## config.mk

```make
export PLATFORM = sky130hd
export DESIGN_NAME = sram_mem_ctrl_flat
export DESIGN_NICKNAME = d
export VERILOG_FILES = /design/src/rtl/sram_mem_ctrl_if.sv /design/src/rtl/sram_mem_ctrl.sv /design/src/flat_wrapper.sv
export SDC_FILE = /design/constraint.sdc
export NUM_CORES = 1
export LEC_CHECK = 0
export CORE_UTILIZATION = 31
export CTS_BUF_LIST = sky130_fd_sc_hd__clkbuf_16
export DETAILED_ROUTE_END_ITERATION = 8
export MAX_ROUTING_LAYER = met4
export PLACE_DENSITY_LB_ADDON = 0.08
export SLEW_MARGIN = 25
export SYNTH_ARGS = -nofsm -noshare
export SYNTH_HDL_FRONTEND = slang
export SYNTH_SLANG_ARGS = --single-unit
```

## constraint.sdc

```tcl
create_clock -name clk -period 5.33 [get_ports clk]
set_input_delay 1.066 -clock clk [delete_from_list [all_inputs] [get_ports clk]]
set_output_delay 1.066 -clock clk [all_outputs]
set_load 0.03 [all_outputs]
```

## src/rtl/sram_mem_ctrl_if.sv

```systemverilog
// Core-side request/response and SRAM-side bus of the multi-cycle data-memory controller.
// The slave modport is the controller. The master modport is the core plus the SRAM around it.
interface sram_mem_ctrl_if #(
   parameter int DATA_W      = 32,
   parameter int ADDR_W      = 32,
   parameter int SRAM_DATA_W = 16,
   parameter int SRAM_ADDR_W = 18
);
   // Handshake: the core raises rd_en or wr_en and holds them, address and
   // write_data stable. ready=0 while an access is in flight. The access is
   // complete in the cycle where ready=1 with a request pending, and the core
   // advances on that clock edge.
   logic                   rd_en;
   logic                   wr_en;
   logic [ADDR_W-1:0]      address;
   logic [DATA_W-1:0]      write_data;
   logic [DATA_W-1:0]      read_data;
   logic                   ready;
   logic [SRAM_ADDR_W-1:0] sram_addr;
   logic [SRAM_DATA_W-1:0] sram_dq_o;
   logic [SRAM_DATA_W-1:0] sram_dq_i;
   logic                   sram_dq_oe;
   logic                   sram_we_n;

   modport slave (
      input  rd_en, wr_en, address, write_data, sram_dq_i,
      output read_data, ready, sram_addr, sram_dq_o, sram_dq_oe, sram_we_n
   );

   modport master (
      output rd_en, wr_en, address, write_data, sram_dq_i,
      input  read_data, ready, sram_addr, sram_dq_o, sram_dq_oe, sram_we_n
   );
endinterface

```

## src/rtl/sram_mem_ctrl.sv

```systemverilog
// MEM-stage data-memory controller. Each core word becomes two fixed-wait SRAM
// half-accesses, low half first. ready is held low while an access is in flight.
module sram_mem_ctrl #(
   parameter int DATA_W      = 32,
   parameter int ADDR_W      = 32,
   parameter int SRAM_DATA_W = 16,
   parameter int SRAM_ADDR_W = 18,
   parameter int WAIT_CYCLES = 5,
   parameter int BASE_ADDR   = 1024
) (
   input  logic        clk,
   input  logic        rst,
   sram_mem_ctrl_if.slave bus,
   output logic [1:0]  dbg_state
);
   localparam int CNT_W = (WAIT_CYCLES > 1) ? $clog2(WAIT_CYCLES) : 1;
   localparam int HALF  = SRAM_DATA_W;

   typedef enum logic [1:0] {S_IDLE, S_LO, S_HI, S_DONE} state_t;

   state_t                 state;
   state_t                 state_nxt;
   logic [CNT_W-1:0]       cnt;
   logic                   wr_q;
   logic                   req;
   logic                   last_cyc;
   logic [ADDR_W-1:0]      offset;
   logic [SRAM_ADDR_W-2:0] word;

   assign req      = bus.rd_en | bus.wr_en;
   assign last_cyc = (cnt == CNT_W'(WAIT_CYCLES - 1));
   // Out-of-range addresses wrap silently into the SRAM word space.
   assign offset   = bus.address - ADDR_W'(BASE_ADDR);
   assign word     = offset[2 +: SRAM_ADDR_W-1];
   assign dbg_state = state;

   always_ff @(posedge clk) begin
      if (rst) state <= S_IDLE;
      else     state <= state_nxt;
   end

   always_comb begin
      state_nxt = state;
      case (state)
         S_IDLE:  if (req) state_nxt = S_LO;
         S_LO:    if (last_cyc) state_nxt = S_HI;
         S_HI:    if (last_cyc) state_nxt = S_DONE;
         S_DONE:  state_nxt = S_IDLE;
         default: state_nxt = S_IDLE;
      endcase
   end

   always_comb begin
      bus.ready      = 1'b0;
      bus.sram_we_n  = 1'b1;
      bus.sram_dq_oe = 1'b0;
      case (state)
         S_IDLE:     bus.ready = ~req;
         S_LO, S_HI: begin
            bus.sram_we_n  = ~wr_q;
            bus.sram_dq_oe = wr_q;
         end
         S_DONE:     bus.ready = 1'b1;
         default:    ;
      endcase
   end

   // The access kind and low address are captured at start. A request dropped mid-access still finishes.
   always_ff @(posedge clk) begin
      if (rst) begin
         cnt           <= '0;
         wr_q          <= 1'b0;
         bus.read_data <= '0;
         bus.sram_addr <= '0;
         bus.sram_dq_o <= '0;
      end else begin
         case (state)
            S_IDLE: begin
               if (req) begin
                  cnt           <= '0;
                  wr_q          <= bus.wr_en;
                  bus.sram_addr <= {word, 1'b0};
                  if (bus.wr_en) bus.sram_dq_o <= bus.write_data[HALF-1:0];
               end
            end
            S_LO: begin
               if (last_cyc) begin
                  cnt           <= '0;
                  bus.sram_addr <= {bus.sram_addr[SRAM_ADDR_W-1:1], 1'b1};
                  if (wr_q) bus.sram_dq_o <= bus.write_data[DATA_W-1:HALF];
                  else      bus.read_data[HALF-1:0] <= bus.sram_dq_i;
               end else begin
                  cnt <= cnt + CNT_W'(1);
               end
            end
            S_HI: begin
               if (last_cyc) begin
                  cnt <= '0;
                  if (!wr_q) bus.read_data[DATA_W-1:HALF] <= bus.sram_dq_i;
               end else begin
                  cnt <= cnt + CNT_W'(1);
               end
            end
            default: ;
         endcase
      end
   end
endmodule

```

## src/flat_wrapper.sv

```systemverilog
// flat-port wrapper written by rule: the top's interface ports become plain ports
module sram_mem_ctrl_flat 
#(
   parameter int DATA_W      = 32,
   parameter int ADDR_W      = 32,
   parameter int SRAM_DATA_W = 16,
   parameter int SRAM_ADDR_W = 18,
   parameter int WAIT_CYCLES = 5,
   parameter int BASE_ADDR   = 1024
)
  (clk, rst, dbg_state, bus_rd_en, bus_wr_en, bus_address, bus_write_data, bus_sram_dq_i, bus_read_data, bus_ready, bus_sram_addr, bus_sram_dq_o, bus_sram_dq_oe, bus_sram_we_n);
  sram_mem_ctrl_if #(.DATA_W(DATA_W), .ADDR_W(ADDR_W), .SRAM_DATA_W(SRAM_DATA_W), .SRAM_ADDR_W(SRAM_ADDR_W)) bus_i ();
  input  logic clk;
  input  logic rst;
  output logic [1:0] dbg_state;
  input wire logic [$bits(bus_i.rd_en)-1:0] bus_rd_en;
  input wire logic [$bits(bus_i.wr_en)-1:0] bus_wr_en;
  input wire logic [$bits(bus_i.address)-1:0] bus_address;
  input wire logic [$bits(bus_i.write_data)-1:0] bus_write_data;
  input wire logic [$bits(bus_i.sram_dq_i)-1:0] bus_sram_dq_i;
  output wire logic [$bits(bus_i.read_data)-1:0] bus_read_data;
  output wire logic [$bits(bus_i.ready)-1:0] bus_ready;
  output wire logic [$bits(bus_i.sram_addr)-1:0] bus_sram_addr;
  output wire logic [$bits(bus_i.sram_dq_o)-1:0] bus_sram_dq_o;
  output wire logic [$bits(bus_i.sram_dq_oe)-1:0] bus_sram_dq_oe;
  output wire logic [$bits(bus_i.sram_we_n)-1:0] bus_sram_we_n;
  assign bus_i.rd_en = bus_rd_en;
  assign bus_i.wr_en = bus_wr_en;
  assign bus_i.address = bus_address;
  assign bus_i.write_data = bus_write_data;
  assign bus_i.sram_dq_i = bus_sram_dq_i;
  assign bus_read_data = bus_i.read_data;
  assign bus_ready = bus_i.ready;
  assign bus_sram_addr = bus_i.sram_addr;
  assign bus_sram_dq_o = bus_i.sram_dq_o;
  assign bus_sram_dq_oe = bus_i.sram_dq_oe;
  assign bus_sram_we_n = bus_i.sram_we_n;
  sram_mem_ctrl #(.DATA_W(DATA_W), .ADDR_W(ADDR_W), .SRAM_DATA_W(SRAM_DATA_W), .SRAM_ADDR_W(SRAM_ADDR_W), .WAIT_CYCLES(WAIT_CYCLES), .BASE_ADDR(BASE_ADDR)) u_core (.clk(clk), .rst(rst), .bus(bus_i), .dbg_state(dbg_state));
endmodule
```

== Word-level counts from Yosys, hierarchy flattened ==
Cells that the tools add are included.
Word-level totals
  flip-flop bits (word level): 72
  input bits: 84
Operators by class
  $add $sub $neg: 2
  eq/ne operators: 9
  multiplexer cells: 18
  bitwise gates (word level): 4
  reduce and logical (&&, ||, !) cells: 12
Operator list (count)
  $mux 16: 4
  $pmux 18 s2: 1
  $pmux 16 s2: 1
  $sub 19x11->19 const B: 1
  $mux 18: 1
  $reduce_and 3->1: 5
  $ne 2x1->1 const B: 4
  $pmux 2 s4: 1
  $mux 2: 3
  $mux 3: 2
  $pmux 3 s2: 1
  $reduce_and 5->1: 1
  $eq 2x2->1 const B: 2
  $reduce_and 2->1: 2
  $reduce_bool 2->1: 2
  $add 3x1->3 const B: 1
  $eq 3x3->1 const B: 1
  $mux 1: 3
  $not 1->1: 3
  $eq 2x1->1 const B: 1
  $logic_not 2->1: 1
  $ne 2x2->1 const B: 1
  $pmux 1 s2: 1
  $reduce_or 2->1: 1
  $or 1x1->1: 1

== Logic depth before layout (Yosys ltp) ==
Gate-level depths: netlist of the first run.
  depth in word-level cells: 4
  depth in mapped cells: 8
  mapped depth without buffers: 5

== Worst setup path before layout of the first run ==
OpenSTA, ideal clock, no wires.
  path type: input to output
  start: input port bus_wr_en
  end: output port bus_ready
  arrival: 1.843 ns
  data required time: 4.264 ns
  slack: 2.421 ns
  cell stages on the path: 3
  cell sequence: nor3b_1 > nor2_1 > nor2_1
Between the ends
  word-level cells in the longest chain between the ends: 3
Ends and longest elaborated chain
  start: declaration: RTL line flat_wrapper.sv:17  | input wire logic [$bits(bus_i.wr_en)-1:0] bus_wr_en;
  $or 1x1->1: RTL line sram_mem_ctrl.sv:30  | assign req = bus.rd_en | bus.wr_en;
  $not 1->1: RTL line sram_mem_ctrl.sv:58  | S_IDLE: bus.ready = ~req;
  $pmux 1 s2: RTL line sram_mem_ctrl.sv:57  | case (state)
  end: declaration: RTL line flat_wrapper.sv:22  | output wire logic [$bits(bus_i.ready)-1:0] bus_ready;
No other way between the ends.

== Worst setup path after layout of the first run ==
Ends and elaborated chain as after synthesis.

==> results of run 1 <==
state kept, by name, indices dropped and copies added, names as in the netlist:
name and count:
u_core.cnt 3, u_core.bus.sram_dq_o 16, u_core.bus.read_data 32, u_core.dbg_state 2, u_core.bus.sram_addr 18, u_core.wr_q 1
per-layer routing:
| metal | part of all wire (%) | GRT usage (%) |
|---|---|---|
| met1 | 47 | 21.3 |
| met2 | 45 | 27.9 |
| met3 | 6.9 | 5.29 |
| met4 | 0.63 | 4.90 |
| met5 | 0 | - |
worst max-delay path, cell delays in order:
cell,delay [ps]
sky130_fd_sc_hd__clkdlybuf4s50_1,520
sky130_fd_sc_hd__nor3b_1,470
sky130_fd_sc_hd__nor2_1,70
sky130_fd_sc_hd__nor2_1,100
sky130_fd_sc_hd__clkdlybuf4s50_1,690
stage by stage:
step	power, mW	setup WS, ps	std cells	hold WS [ps]
after floorplan	1.23	2420	371	466
after global placement	1.54	1360	615	438
after detailed placement	1.54	1320	615	445
after CTS	2.15	1300	631	452
after global routing	2.24	1200	631	473
final	2.12	1350	631	449
layout make-up:
| cell class | count | area, um2 | area share (%) |
|---|---|---|---|
| multi-input combinational | 260 | 1610 | 32.5 |
| inverter | 8 | 30.0 | 0.606 |
| sequential | 72 | 1440 | 29.1 |
| clock buffer | 9 | 225 | 4.55 |
| clock inverter | 7 | 71.3 | 1.44 |
| timing repair buffer | 142 | 1410 | 28.4 |
| tap | 133 | 166 | 3.36 |
worst paths after layout:
check,startpoint,endpoint,slack [ps],cells past startpoint
min,u_core.bus.sram_addr[10],u_core.bus.sram_addr[10],450,2
max,bus_wr_en,bus_ready,1350,5
min reg2reg,u_core.bus.sram_addr[10],u_core.bus.sram_addr[10],450,2
max reg2reg,u_core.dbg_state[1],u_core.bus.sram_dq_o[7],2900,7
power breakdown:
| group | switching, mW | total (mW) | internal (mW) |
|---|---|---|---|
| Clock | 0.232 | 0.595 | 0.363 |
| Combinational | 0.498 | 0.850 | 0.352 |
| Sequential | 0.0495 | 0.672 | 0.622 |
| Total | 0.779 | 2.12 | 1.34 |
cells in the mapped netlist:
library cell	n	share of area (%)
sky130_fd_sc_hd__a31o_1	16	4.4
sky130_fd_sc_hd__xnor2_1	2	0.55
sky130_fd_sc_hd__nand3b_1	9	2.1
sky130_fd_sc_hd__a22oi_1	1	0.23
sky130_fd_sc_hd__a2111oi_0	17	4.6
sky130_fd_sc_hd__nand2_1	77	9.0
sky130_fd_sc_hd__inv_2	1	0.12
sky130_fd_sc_hd__buf_4	1	0.23
sky130_fd_sc_hd__nor4_1	2	0.39
sky130_fd_sc_hd__a21o_1	2	0.47
sky130_fd_sc_hd__o31ai_1	1	0.23
sky130_fd_sc_hd__nor2_1	9	1.1
sky130_fd_sc_hd__a211oi_1	1	0.23
sky130_fd_sc_hd__or4_1	1	0.23
sky130_fd_sc_hd__or3_1	5	0.97
sky130_fd_sc_hd__o21ai_0	2	0.31
sky130_fd_sc_hd__ha_1	8	3.1
sky130_fd_sc_hd__nand4_1	2	0.39
sky130_fd_sc_hd__o21ai_1	1	0.16
sky130_fd_sc_hd__and4_1	1	0.27
sky130_fd_sc_hd__o21a_1	1	0.23
sky130_fd_sc_hd__buf_1	5	0.58
sky130_fd_sc_hd__mux2i_1	17	5.3
sky130_fd_sc_hd__a211o_1	1	0.27
sky130_fd_sc_hd__o31a_2	1	0.31
sky130_fd_sc_hd__nand4b_1	4	1.1
sky130_fd_sc_hd__or3b_1	2	0.55
sky130_fd_sc_hd__o2bb2ai_1	3	0.82
sky130_fd_sc_hd__nand2b_1	1	0.19
sky130_fd_sc_hd__and4b_1	2	0.62
sky130_fd_sc_hd__nor3b_1	3	0.70
sky130_fd_sc_hd__o21ai_2	1	0.27
sky130_fd_sc_hd__or4_4	1	0.35
sky130_fd_sc_hd__inv_1	7	0.82
sky130_fd_sc_hd__buf_2	8	1.2
sky130_fd_sc_hd__a311oi_1	1	0.27
sky130_fd_sc_hd__o2111ai_1	2	0.55
sky130_fd_sc_hd__clkbuf_1	17	2.0
sky130_fd_sc_hd__nor3_1	3	0.47
sky130_fd_sc_hd__and2_1	1	0.19
sky130_fd_sc_hd__a21oi_1	50	7.8
sky130_fd_sc_hd__dfxtp_1	72	45
sky130_fd_sc_hd__nand3_1	9	1.4
cell families (layout without fill, tap and decap cells):
logic type      after synthesis  in the layout  synth area share [%]
flops                        72             72                  44.9
compound gates              101            101                  21.2
fa+ha+maj                     8              8                  3.12
simple gates                132            132                  20.0
xor+xnor                      2              2                 0.546
mux                          17             17                  5.30
buf+inv                      39            166                  4.99
==> results.md, run 1 <==
- The flow ran to the end, and the final reports show no timing, DRC or antenna violations.
- For this block, the initial DRC count from the detailed router was 115.
- TritonCTS built the clock tree.
- The number of inserted diodes is 0.
- Dividing the detail-routed wire length by the instance count gives 14.2 um.
- The maximum level of the CTS H-tree is 3.
- The post-cts gate resize count is 0.
- The filler cell count in the final layout is 982.
- The die covers 10,800 um2.
- The total half-perimeter wirelength after legalization and detailed placement is 6090 um.
- Using the TritonRoute via totals, the vias-per-cell ratio works out to 4.93.
- In this run the deepest clock path goes through 2 buffers.
- The top achievable clock speed is 251 MHz.
- In the final layout, the share of cells above drive strength 1 is 4.82%.
- After synthesis, the mean cell area works out to 8.65 um2.
- The peak fanout along the critical path is 6.
- The layout-stage area growth over the synthesis result is 54.3%.
- The core footprint is 9910 um2.
- The routed design has 8990 um of wire.
- Summing over every cut layer, the via total after detailed routing is 3,111.
- For the final database, setup skew stands at 7.59 ps.
- The final-report max-slew violation count is 0.
- The final core utilization is 50.0%.
- The maximum vdd ir drop is 0.000212 V.
- The cell area after placement is 4660 um2.
- In this run the core area contains 36 standard-cell rows.
- The weighted congestion reported at the end of routability-driven placement is 0.729.
- The die outline width is 104 um.
- The count of state elements after synthesis is 72.
- Dividing total power by cell area gives a power density of 427 nW/um2.
- For the final routed database, the setup TNS stands at 0 ps.
- The number of antenna violations at the first check in global routing is 0.
- The initial utilization of the core area, before any placement, comes to 32.4%.
- The clock transition time at the flip-flop clock pins of the worst setup and hold paths is 60 ps.
- The sequential-to-total area share from yosys stat is 44.9%.
- At the pin with the least slew margin, the transition time is 891 ps.
- Entering global routing, the biggest net connects 45 pins.
- Synthesis produced a netlist with a net count of 463.
- Leaving out fill and tap cells, the most frequent cell in the layout is sky130_fd_sc_hd__clkdlybuf4s50_1.
- The count of endpoints failing setup in the final report is 0.
- In this run the count of I/O pins placed on the die edge is 155.
- The post-synthesis instance area is 3210 um2.
- The height of the chip is 104 um.
- Data on the critical path arrives at its endpoint at 2910 ps.
- Setup repair after global routing left no endpoint under its margin.
- The classification of the worst-slack hold path is register to register.
- In this run the static leakage power is 1.70 nW.
- After routing the design area is 4950 um2.
- The number of nets with antenna violations after routing is 0.
- The count of unresolved DRC violations after routing is 0.
- The total setup buffers inserted after CTS is 0.
- The top cell types in the final layout, fill and taps aside, are 138 x sky130_fd_sc_hd__clkdlybuf4s50_1, 77 x sky130_fd_sc_hd__nand2_1, 72 x sky130_fd_sc_hd__dfxtp_1, 50 x sky130_fd_sc_hd__a21oi_1.
- The quantity of I/O buffers inserted on ports is 139.
- The fraction of the cycle the final worst path needs is 74.6%.
- The number of global-route vias before repair was 3,018.
- At the worst endpoint, the required time is 4260 ps.
- The total clock buffers created by CTS is 9.
- The critical path is of the primary input to primary output type.
- The worst setup path is captured at a primary output.
- The relative slew slack is 40.6%.
- The synthesized netlist cell count is 371.
- The cell sitting at the root of the clock tree is a sky130_fd_sc_hd__clkbuf_16.
- Counting distinct cell types in the post-synthesis netlist gives 43.
- The net count of the finished layout is 585.
- The final global-route overflow total is 0.
- The warning count from the yosys run is 0.
- The sort of element at the start of the critical path is a primary input.
- The max-cap check violation count is 0.
- The number of hold violations in the final report was 0.
- CTS saw 72 sinks.
- The clock latency at the later pin of the worst-skew pair is 320 ps.
- The clock period minus worst slack is 3980 ps.
- The first global-routing pass estimated 15,000 um of wire.
- In this run, post-CTS hold repair placed 0 buffers.
- Global routing used 17.5% of the available tracks.
- For this run, the detailed router's first-pass iteration total came to 4.
Power figures use the tool's default switching activity.
==> run 2: changes to the inputs <==
- clock period: 5.33 -> 3.4 ns (I/O delays scaled with it)
==> run 2 against run 1 <==
  * Cell count is 0.32% higher
  * Worst setup slack worse by 1000 ps
  * Wire length is 0.52% lower
  * Count of clock-buffer cells in the layout stayed put
  * Final area is 0.33% higher
  * Combinational power is 58% higher
  * Die area stayed put
  * Via count is 0.64% higher
  * Utilization is 0.16 points higher
  * Non-clock buffer count is 2 higher
  * Clock skew is 2.7 ps higher
  * First-iteration DRC count is 35% lower
==> results.md, run 2 (synthesis gave the netlist of run 1 again) <==
- The flow ran to the end, and the final reports show no timing, DRC or antenna violations.
- On the worst path, the slowest cell contributes a delay of 690 ps.
- Timing analysis after detailed placement gives a worst setup slack of 321 ps.
- The total die area is 10,800 um2.
- The number of antenna violations at the first check in global routing came to 0.
- Entering global routing, the biggest net connects 54 pins.
- The area growth from synthesis to layout is 54.8%.
- The worst setup path is captured at a primary output.
- In this run the cell area measured after placement is 4670 um2.
- In this run, flip-flops and latches consume 31.6% of the power.
- The flip-flop count of the largest register, all copies and words added is 32.
- The count of endpoints failing setup in the final report is 0.
- Hold timing on the final database bottoms out at a slack of 451 ps.
- The top-level port count is 155.
- The share of total power in the clock network is 28.2%.
- The weighted congestion reported at the end of routability-driven placement is 0.788.
- The library cells used most frequently in the layout, excluding fill and tap cells, are 138 x sky130_fd_sc_hd__clkdlybuf4s50_1, 77 x sky130_fd_sc_hd__nand2_1, 72 x sky130_fd_sc_hd__dfxtp_1, 50 x sky130_fd_sc_hd__a21oi_1.
- The critical hold path startpoint is u_core.bus.sram_addr[7].
- The ratio of routed vias to standard cells is 4.95.
- Setup repair after global routing left no endpoint under its margin.
- The number of gates resized after CTS was 0.
- The worst setup path is of the primary input to primary output kind.
- The worst hold path endpoint is u_core.bus.sram_addr[7].
- The maximum vdd ir drop is 0.000328 V.
- The via total after detailed routing is 3,131.
- The violation count after the first detailed-routing iteration is 75.
- The capturing point of the worst reg2reg path is u_core.bus.sram_dq_o[3].
- Leaving out fill and tap cells, the most frequent cell in the layout is sky130_fd_sc_hd__clkdlybuf4s50_1.
- The wire length of the first global-routing pass is 14,900 um.
- The worst path setup slack after routing is 347 ps.
- The maximum clock path buffer count is 2.
- Across the run, the number of max-cap violations was 0.
- After detailed routing, the average wire length per cell comes to 14.1 um.
- The clock latency at the later pin of the worst-skew pair is 330 ps.
- The floorplan has 36 rows.
- Summed over all layers, the routed wires come to 8940 um.
- Counting the buffers created by CTS gives 9.
- The depth of the worst register-to-register path is 5.
- Clock-pin slew was measured on the worst setup and hold paths at 60 ps.
- Setup total negative slack on the finished layout was measured at 0 ps.
- In the final layout, the share of cells above drive strength 1 is 5.20%.
- The H-tree was split into 3 levels.
- The final-report max-slew violation count is 0.
- The combined global-route utilization of all metal layers is 17.4%.
- The final design area excluding fillers is 4970 um2.
- For the worst setup path, the data arrival time is 2370 ps.
- The peak fanout along the critical path is 6.
- The worst hold path was traced through 2 stages.
- The data required time of the worst path is 2720 ps.
- The number of hold violations in the final report is 0.
- The starting utilization of the core area is 32.4%.
- Counting both buffers and inverters, the worst setup path holds a total of 2.
- Post-CTS timing repair inserted 0 buffers for setup.
- The count of buffers added on input and output ports is 139.
- For this design the total switching power over the nets is 1.22 mW.
- The count of clock tree sinks is 72.
- The number of global-route vias before repair is 2,984.
- Cells fill 50.2% of the core in the end.
- The sort of element at the start of the critical path is a primary input.
- The number of antenna diodes in the final layout is 0.
- The startpoint identified for the worst register-to-register timing path is u_core.cnt[0].
- The top achievable clock speed is 327 MHz.
- For the pin with the worst max-slew slack, the measured transition is 973 ps.
- The relative slew slack is 35.1%.
- The footprint of the flip-flops and latches is 1440 um2.
- For this run, design rule violations remaining after detail routing come to 0.
- The worst register-to-register path has a setup slack of 1240 ps.
- The classification of the worst-slack hold path is register to register.
- The CTS tree is built.
- The kind of cell with the highest combined delay along the critical path is buffers and inverters.
- The clock period minus worst slack is 3050 ps.
- The floorplan step set the die width to 104 um.
- The tree is rooted in a sky130_fd_sc_hd__clkbuf_16.
- Across the routed clock network, the largest skew measured is 10.3 ps.
- Detailed placement finished with a half-perimeter wire length of 6150 um.
- The number of detailed-route iterations in the first pass is 4.
- The internal cell power is 2.11 mW.
- The largest register by flop count is u_core.bus.read_data.
- The analysis attributes to cell leakage a power of 1.71 nW.
- The final net count is 587.
- The number of nets with antenna violations after routing is 0.
- The fraction of the cycle the final worst path needs is 89.8%.
- In this run, post-CTS hold repair placed 0 buffers.
- The relative contribution of combinational cells to total power is 40.2%.
- The slowest stage of the critical path is the sky130_fd_sc_hd__clkdlybuf4s50_1 cell.
- The filler cell count in the final layout is 978.
- Traced cell by cell, the critical path runs through clkdlybuf4s50_1 > nor3b_1 > nor2_1 > nor2_1 > clkdlybuf4s50_1.
- The core footprint is 9910 um2.
- The net switching fraction of the power is 36.7%.
- The final global-route overflow total is 0.
- The largest registers in the layout are u_core.bus.read_data: 32 flops, u_core.bus.sram_addr: 18 flops, u_core.bus.sram_dq_o: 16 flops.
- In this run the vertical extent of the chip is 104 um.
- The multi-input combinational cells in the finished layout cover a total of 1610 um2.
- In this run the power density over the cells is 670 nW/um2.
## run 2: changes by cell type in the layout (fill, tap and decap cells not counted)
cell / delta
sky130_fd_sc_hd__buf_4: +2
sky130_fd_sc_hd__clkinv_4: +2
sky130_fd_sc_hd__clkinvlp_4: -1
sky130_fd_sc_hd__inv_6: -1
## run 2: power groups by stage
stage | combinational [mW] | sequential [mW] | clock (mW)
after CTS | 1.35 | 1.05 | 0.964
after global placement | 1.35 | 1.07 | 0
after global routing | 1.44 | 1.07 | 0.995
after floorplan | 0.626 | 1.30 | 0
after detailed placement | 1.35 | 1.07 | 0
final | 1.34 | 1.05 | 0.939
## run 2: per-layer routing
layer,global-route usage (%),part of all wire (%),up-vias
met1,21.4,48,1430
met2,27.8,45,110
met3,4.47,6.6,9
met5,-,0,-
met4,6.02,0.83,0
li1,-,-,1582
## run 2: layout make-up
cell class,count,area share [%]
Timing Repair Buffer,144,28.6
Sequential cell,72,29.0
Multi-Input combinational cell,260,32.4
Clock buffer,9,4.53
Clock inverter,7,1.46
Inverter,8,0.604
Tap cell,133,3.35
## run 2: worst reg2reg max path: cells and delay by family, from the launching register on
| family | cells | cell delay, ps |
|---|---|---|
| buffers and inverters | 1 | 60 |
| and+or+nand+nor | 1 | 500 |
| DFF | 1 | 330 |
| adders and majority gates | 1 | 310 |
| AOI/OAI and AO/OA | 2 | 850 |
## run 2: per-stage QoR
stage | std cells | power [mW]
after global routing | 633 | 3.51
after floorplan | 371 | 1.92
after CTS | 633 | 3.37
final | 633 | 3.33
after detailed placement | 617 | 2.42
after global placement | 617 | 2.42
## run 2: worst max-delay path by stage
stage | slack [ps] | startpoint | to | cells after the start
finish | 350 | bus_wr_en | bus_ready | 5
global route | 220 | u_core.dbg_state[1] | bus_ready | 6
CTS | 330 | bus_wr_en | bus_ready | 5
detailed placement | 320 | bus_wr_en | bus_ready | 5
global placement | 360 | bus_wr_en | bus_ready | 5
floorplan | 1070 | u_core.dbg_state[1] | bus_ready | 6
